## src/rtl/latex_stream_checker_pkg.sv

```systemverilog
// ---------------------------------------------------------------------------
// latex_stream_pkg
// Shared definitions for the LaTeX character-stream checker: capture FSM
// states, the NUL terminator byte, result widths and the rotate-XOR checksum
// step. The checksum step is shared by RTL and any model or transmitter-side
// self-check so that every user computes the signature identically.
// ---------------------------------------------------------------------------
package latex_stream_pkg;

  typedef enum logic [1:0] {
    IDLE    = 2'd0,
    CAPTURE = 2'd1,
    DONE    = 2'd2
  } state_t;

  localparam logic [7:0] ASCII_NUL = 8'h00;
  localparam int         LEN_W     = 10;
  localparam int         SUM_W     = 16;

  // Rotate the running sum left by one, then fold the new byte into the low half.
  function automatic logic [SUM_W-1:0] cksum_step(input logic [SUM_W-1:0] sum16,
                                                  input logic [7:0]       byte8);
    return {sum16[SUM_W-2:0], sum16[SUM_W-1]} ^ {8'h00, byte8};
  endfunction

endpackage

```

## src/rtl/latex_stream_checker_side_accum.sv

```systemverilog
// ---------------------------------------------------------------------------
// stream_side_accum
// Per-side accumulator for one ASCII byte stream: counts non-NUL bytes, folds
// them into the rotate-XOR checksum and latches the terminated flag on the
// first NUL. Once terminated, later bytes of the capture are ignored.
//
// Ports:
//   i_clk       clock, rising edge
//   i_rst       synchronous active-high reset
//   i_clear     synchronous clear at the start of a capture
//   i_beat      accepted beat strobe (already qualified by the FSM)
//   i_byte      byte for this side
//   o_len       non-NUL byte count
//   o_sum       running checksum
//   o_term_nxt  terminated flag as it will be after the current beat
// ---------------------------------------------------------------------------
module stream_side_accum
  import latex_stream_pkg::*;
(
  input  logic             i_clk,
  input  logic             i_rst,
  input  logic             i_clear,
  input  logic             i_beat,
  input  logic [7:0]       i_byte,
  output logic [LEN_W-1:0] o_len,
  output logic [SUM_W-1:0] o_sum,
  output logic             o_term_nxt
);

  logic             r_term;
  logic [LEN_W-1:0] r_len;
  logic [SUM_W-1:0] r_sum;
  logic             w_nul;
  logic             w_accept;

  assign w_nul      = (i_byte == ASCII_NUL);
  assign w_accept   = i_beat & ~r_term;
  // Lets the FSM decide on the terminating beat itself rather than a cycle late.
  assign o_term_nxt = r_term | (w_accept & w_nul);

  always_ff @(posedge i_clk) begin
    if (i_rst || i_clear) begin
      r_term <= 1'b0;
      r_len  <= '0;
      r_sum  <= '0;
    end else if (w_accept) begin
      if (w_nul) begin
        r_term <= 1'b1;
      end else begin
        r_len <= r_len + 1'b1;
        r_sum <= cksum_step(r_sum, i_byte);
      end
    end
  end

  assign o_len = r_len;
  assign o_sum = r_sum;

endmodule

```

## config.mk

```make
export PLATFORM = sky130hd
export DESIGN_NAME = stream_side_accum
export DESIGN_NICKNAME = d
export VERILOG_FILES = /design/src/rtl/latex_stream_checker_pkg.sv /design/src/rtl/latex_stream_checker_side_accum.sv
export SDC_FILE = /design/constraint.sdc
export NUM_CORES = 1
export LEC_CHECK = 0
export ABC_AREA = 1
export CAP_MARGIN = 20
export CORE_MARGIN = 3
export CORE_UTILIZATION = 46
export CTS_CLUSTER_DIAMETER = 50
export CTS_CLUSTER_SIZE = 24
export DETAILED_ROUTE_END_ITERATION = 8
export GPL_ROUTABILITY_DRIVEN = 0
export PLACE_DENSITY = 0.76
export SYNTH_ARGS = -nofsm -noshare
export SYNTH_HDL_FRONTEND = slang
export SYNTH_SLANG_ARGS = --single-unit
```

## constraint.sdc

```tcl
create_clock -name i_clk -period 1.5 [get_ports i_clk]
set_input_delay 0.15 -clock i_clk [delete_from_list [all_inputs] [get_ports i_clk]]
set_output_delay 0.15 -clock i_clk [all_outputs]
set_load 0.01 [all_outputs]
```

Word level (Yosys, flattened, before mapping)
Index checks and enable logic that the tools add are counted.
{"block": "totals", "register_bits": 27, "input_bits": 12, "out_inout_bits": 27, "wordCells": 14}
{"block": "op_classes", "n_addsub": 1, "bitwise": 6, "reduce_logical": 4}
{"cell": "XOR 16 x 8 -> 16 bit", "n": 1}
{"cell": "adder 10 x 1 -> 10 bit, second input constant", "n": 1}
{"cell": "zero test 8 bit", "n": 1}
{"cell": "AND reduction 2 bit", "n": 2}
{"cell": "bitwise AND 1 bit", "n": 2}
{"cell": "NOT 1 bit", "n": 2}
{"cell": "logical OR 1 bit", "n": 1}
{"cell": "OR 1 bit", "n": 1}

Logic depth before layout (Yosys ltp)
{"block": "depth", "depth_word": 4, "ltp_mapped": 8}

Worst setup path before layout
No wires, ideal clock.
{"block": "synth_timing", "kind": "reg2reg", "from": "reg r_len[0] (netlist: o_len[0])", "to": "reg r_len[8] (netlist: o_len[8])", "arrival_ps": 1090, "required_time_ps": 1378, "setup_slack_ps": 288, "path_stages_with_launch": 9, "path_buffers": 0, "synth_period_minus_slack_ps": 1212, "path_cell_list": "dfxtp_1 > ha_1 > nand2_1 > nor2_1 > nand2_1 > nand2_1 > nand2_1 > nand2_2 > a21oi_2"}
{"block": "synth_between", "elab_chain_len": 1}
{"element": "start, declared", "line": "latex_stream_checker_side_accum.sv:31", "text": "logic [LEN_W-1:0] r_len;"}
{"element": "start signal, assigned", "line": "latex_stream_checker_side_accum.sv:50", "text": "r_len <= r_len + 1'b1;"}
{"element": "adder 10 x 1 -> 10 bit", "line": "latex_stream_checker_side_accum.sv:50"}
Every way passes these cells.
A chain may end at the register's enable or synchronous reset.

Worst setup path after layout
{"block": "layout_timing", "from": "reg r_len[1] (netlist: o_len[1])", "to": "out o_len[1]"}
{"element": "end, declared", "line": "latex_stream_checker_side_accum.sv:25", "text": "output logic [LEN_W-1:0] o_len,"}
No word-level cell between the ends.

==> results <==
## cell usage after synthesis (all sizes together)
master | n | share of area [%]
inv | 7 | 2.0
nand3b | 3 | 1.8
nand3 | 2 | 0.78
dfxtp | 27 | 42
nand2 | 38 | 12
xor2 | 11 | 7.5
nand4 | 1 | 0.49
ha | 1 | 0.98
a21oi | 9 | 3.8
o21bai | 1 | 1.5
nor2 | 50 | 16
o21ai | 18 | 7.0
buf | 6 | 4.1
## through the flow
stage               power (W)  hold slack, ps  instances  util (%)
floorplan            0.000867             315        174         -
global placement     0.000966             470        249      68.0
detailed placement   0.000970             495        249      68.0
CTS                   0.00127             447        253      69.2
global route          0.00132             473        254      69.6
finish                0.00125             452        254      69.6
## logic make-up (layout without fill, tap and decap cells)
group,Yosys count,after routing,synth area share [%]
compound gates,28,28,12.3
buf+inv,13,62,6.15
flops,27,27,42.1
fa+ha+maj,1,1,0.975
xor+xnor,11,11,7.51
simple gates,94,95,30.9
## worst max path at each step
stage / start / to / cells past startpoint
6_report: o_len[1] / o_len[1] / 1
5_1_grt: o_len[1] / o_len[1] / 1
4_1_cts: o_len[2] / o_len[2] / 1
3_5_place_dp: i_byte[4] / o_len[9] / 9
3_3_place_gp: i_byte[3] / o_len[9] / 9
2_1_floorplan: o_len[0] / o_len[8] / 8
## where the power goes
group	total (W)	switching (W)	internal, W	leakage [nW]
Combinational	0.000203	0.0000958	0.000107	0.494
Sequential	0.000755	0.0000178	0.000737	0.223
Clock	0.000296	0.000196	0.0000996	0.0177
Total	0.00125	0.000310	0.000944	0.735
## final cells by class
type	instances	area [um^2]	share of cell area [%]
sequential	27	549	30.7
multi-input combinational	135	674	37.7
clock buffer	3	22.5	1.26
inverter	7	26.3	1.47
tap	30	37.5	2.10
timing repair buffer	51	473	26.5
clock inverter	1	5.00	0.280
## per-layer routing
layer	global-route usage, %	part of all wire [%]	up-vias
met5	0	0	-
met4	5.50	1.6	0
met3	3.73	5.4	6
met2	34.9	48	34
met1	23.1	45	568
li1	-	-	648
## flip-flops by register name (all words and copies together) (netlist names)
register  flops
o_sum        16
o_len        10
r_term        1
## what timing repair did
| item | 4_1_cts | 5_1_grt |
|---|---|---|
| endpoints found under the setup margin | 3 | 16 |
| resized for setup | 4 | 8 |
| cloned | 0 | 1 |
| hold endpoints to repair | 0 | 0 |
| pin swaps | 0 | 1 |
| hold buffers | 0 | 0 |
==> results.md <==
- LEAKAGE: 0.735 nW
- CTS Sinks: 27
- H-tree Lvls: 1
- Critical path required time: 1350 ps
- Clock skew: 5.24 ps
- Crit-path leading delay family: buffers and inverters
- Yosys cell types: 19
- Design area: 1790 um^2
- Final-layout fill cell count: 219
- DR WL/cell: roughly 12 um
- Clock root cell: clkbuf_4
- ANT nets after route: 0
- Largest net degree at the start of global routing: 28
- Routed WL: a little over 3 mm
- Mapped cell area: 1280 um^2
- Mapped Nets: 187
- Global-route wire length before repair: 5.28 mm
- CP peak stage delay: around 550 ps
- Vias in the first global route: 1271
- Reg2reg end: o_len[2]
- Die height: 58.8 um
- Crit start category: flop
- Core ar.: 2570 um^2
- Number of nets in the layout: approximately 240
- Dpl hpwl: 2.20 mm
- WHS Endpoint: r_term
- Grt total ovfl: 0
- Share of cells above drive strength 1: 17.4%
- Fin crit share: between 90% and 100%
- Critical Path Fanout Max: 4
- Crit end category: output port
- Commonest non-fill, non-tap cell in the layout: nor2_1
- Min setup slack post-route: 76.9 ps
- Initial core utilization: 50.0%
- Final setup vio count: 0
- CP arrival: 1270 ps
- Vias: 1256
- CTS clk-pin slew, worst paths: ~140 ps
- Power Density: between 700 and 800 nW/um^2
- Most frequent cells in the layout: nor2_1, clkdlybuf4s50_1, nand2_1, dfxtp_1, o21ai_0
- Syn. warnings: 0
- Crit-path slowest cell: clkdlybuf4s50_1
- Pre-CTS setup slack: -306 ps
- Worst-Skew Late Latency: 310 ps
- Antenna violations before repair: 0
- Reg2reg setup slack: around 180 ps
- CTS tree: yes
- I/O Pins: 39
- Outcome: finished, final reports clean
- Slew Viols, Final: 0
- Die area: 3460 um^2
- Synth Instances: 174
- Slew margin rel.: ~61%
- Port bufs: 38
- Max-cap violations: 0
- Minimum clock period: 1420 ps
- Slew @ Worst Pin: 583 ps
- 1st-iter DRT viols: 41
- Total track usage: 19.3%
- Sequential share of the synthesized area: a little over two fifths
- Setup TNS: 0 ps
- Synth Register Bits: 27
- R2R depth: 5
- Clock Tree Buf Depth: 2
- Crit-path cells: clkdlybuf4s50_1
- Setup Buffers After CTS: 0
- Mean Syn Cell Area: 7.37 um^2
- Hold-critical path depth: 3
- FP Rows: 18
- Vias per cell: 4.94
- HP Start: i_beat
- DIE WIDTH: 58.8 um
- Peak supply drop: 0.000483 V
- CP Buf/Inv Count: 1
- Final hold violation count: 0
- RSZ-0062 raised after global routing: false
- Layout Area Growth over Synthesis: 39.4%
- Critical R2R Launch: r_term
- Post-DP Area: ~1700 um^2
- Post-route DRC: 0
- Setup CP Type: flop to output port
- CTS Buf Count: 3
- Pre-antenna DRT Iters: 4
- F_max: roughly 700 MHz
- ANT cells: 0
- Min-Delay Path Class: input port to flop
(Power assumes the default switching activity.)
==> patch: new RTL, config.mk and constraints unchanged <==
Change the package constant `LEN_W` from 10 to 12.
--- a/src/rtl/latex_stream_checker_pkg.sv
+++ b/src/rtl/latex_stream_checker_pkg.sv
@@ -16,3 +16,3 @@
   localparam logic [7:0] ASCII_NUL = 8'h00;
-  localparam int         LEN_W     = 10;
+  localparam int         LEN_W     = 12;
   localparam int         SUM_W     = 16;
Ports: changed (resized o_len); port bits go from 39 to 41. No check against the original RTL was run, so the function may have changed too.
==> patch against the unedited design <==
  * Cell count is 8.3% higher
  * Sequential share of layout area fell by 0.32 points
  * Wire length rose by 9.9%
  * Sequential cell count grew 2
  * Synthesized area up 7.7%
  * Cell area is 8.9% higher
  * Total power is 18% higher
  * First-iteration DRC count grew 59%
  * Combinational power increased by 3%
  * Setup slack got worse by 0.023 ns
  * Register-to-register slack lost 0.06 ns
  * Highest routed layer unchanged
==> patch: results (changes against the unedited design) <==
- Area share of fa/ha/maj cells after synthesis: 0.906% (-0.070 points)
- Worst-Skew Late Latency: 0.33 ns (+0.02 ns)
- Grt met2 use: 30.8% (-4.0 points)
- Synth cell types: 21 (+2)
- Worst-path maximum fanout: 3 (-1)
- Count of input and output buffers: 40 (+5.3%)
- Leakage Power: 0.788 nW (+7.2%)
- Met2 WL post-DR: 1.64 mm (+13%)
- Ranking of synthesized cells by area: dfxtp_1, nor2_1, nand2_1
- Hold Path End: o_sum[3]$_SDFFE_PP0P_
- Yosys top cell area share: 42.0% (-0.12 points)
- Final hold slack: 0.262 ns (-0.191 ns)
- Critical Path Max Stage Delay: 0.44 ns (-0.11 ns)
- Top Family by Delay on Critical Path: simple AND/OR/NAND/NOR gates
- Worst clock skew: 0.00731 ns (+0.00207 ns)
- Met3 wire length: 144 um (-12%)
- Clock slew at reported path FFs: 0.09 ns (-0.05 ns)
- # H-tree levels: 2 (+1)
- Critical Path AT: 1.30 ns (+0.03 ns)
- Vias in the first global route: 1191 (-6.3%)
- Met1 Use GR: 24.3% (+1.2 points)
- Combinational Power Share: 14.2% (-2.0 points)
- Status: finished clean
- Worst hold start: i_byte[3]
- Synth Area in XOR/XNOR: 6.97% (-0.54 points)
- Sequential Power Share: 54.7% (-5.5 points)
- Layout cells sized above 1: 16.8% (-0.61 points)
- # placed instances: 266 (+6.8%)
- NetSw: 0.000402 W (+30%)
- Met3 usage in global routing: 5.74% (+2.0 points)
- DR iter-0 viols: 65 (+59%)
- Worst R2R End: o_sum[13]$_SDFFE_PP0P_
- Worst-Margin Slew: 0.412 ns (-0.171 ns)
- Via-to-Cell Ratio: 5.04 (+2.0%)
- Synth Area in Compound Gates: 11.9% (-0.43 points)
- CTS Buf Count: 5 (+2)
- Worst slack, placed: -0.554 ns (-0.247 ns)
- Sequential area share after synthesis: 42.0% (-0.12 points)
- CP startpoint: i_byte[5]
- Post-Synthesis Cells: 191 (+9.8%)
- GRT Util Overall: 19.4% (+0.11 points)
- Largest net degree at the start of global routing: 33 (+18%)
- Routed len/inst: 12.1 um (+1.5%)
- First-pass GRT wire length: 5.31 mm (+0.66%)
- Synth top cells by count: nor2_1, nand2_1, dfxtp_1
- Post-synth net total: 204 (+9.1%)
- Hold Crit Depth: 4 (+1)
- Vias: 1387 (+10%)
- Final #Nets: 256 (+7.6%)
- Post-DP HPWL: 2.32 mm (+5.2%)
- VDD IR max: 0.000667 V (+38%)
- Area after DPL: 1860 um^2 (+6.5%)
- Met1 wire length: 1.47 mm (+8.4%)
- Worst reg2reg path depth: 7 (+2)
- Ys flop type: dfxtp_1
[patch: changes by cell type in the layout (fill, tap and decap cells not counted), moves of 2 or more]
cell	delta
o21ai_0	-7
o21ai_1	+7
nand2_1	+6
nor2_1	+4
a21oi_1	+3
buf_4	-3
nor2_4	+3
clkbuf_4	+2
dfxtp_2	+2
nand2_2	-2
nor2_2	-2
[patch: timing repair]
item	4_1_cts	5_1_grt
setup endpoints to repair	13	24
hold buffers	0	0
cloned	0	1
pin swaps	0	2
resized for setup	6	13
[patch: worst max path at each step]
stage               slack, ns                    end
finish                   0.05             o_term_nxt
global route           -0.008             o_term_nxt
CTS                     0.002               o_len[6]
detailed placement      -0.55  o_len[6]$_SDFFE_PP0P_
global placement        -0.53  o_len[5]$_SDFFE_PP0P_
floorplan                0.28  o_len[8]$_SDFFE_PP0P_
[patch: cell type report]
cell class	instances	area [um^2]
timing repair buffer	51	493
tap	31	38.8
multi-input combinational	148	742
sequential	29	592
clock buffer	6	41.3
inverter	8	30.0
fill	236	858
clock inverter	2	10.0
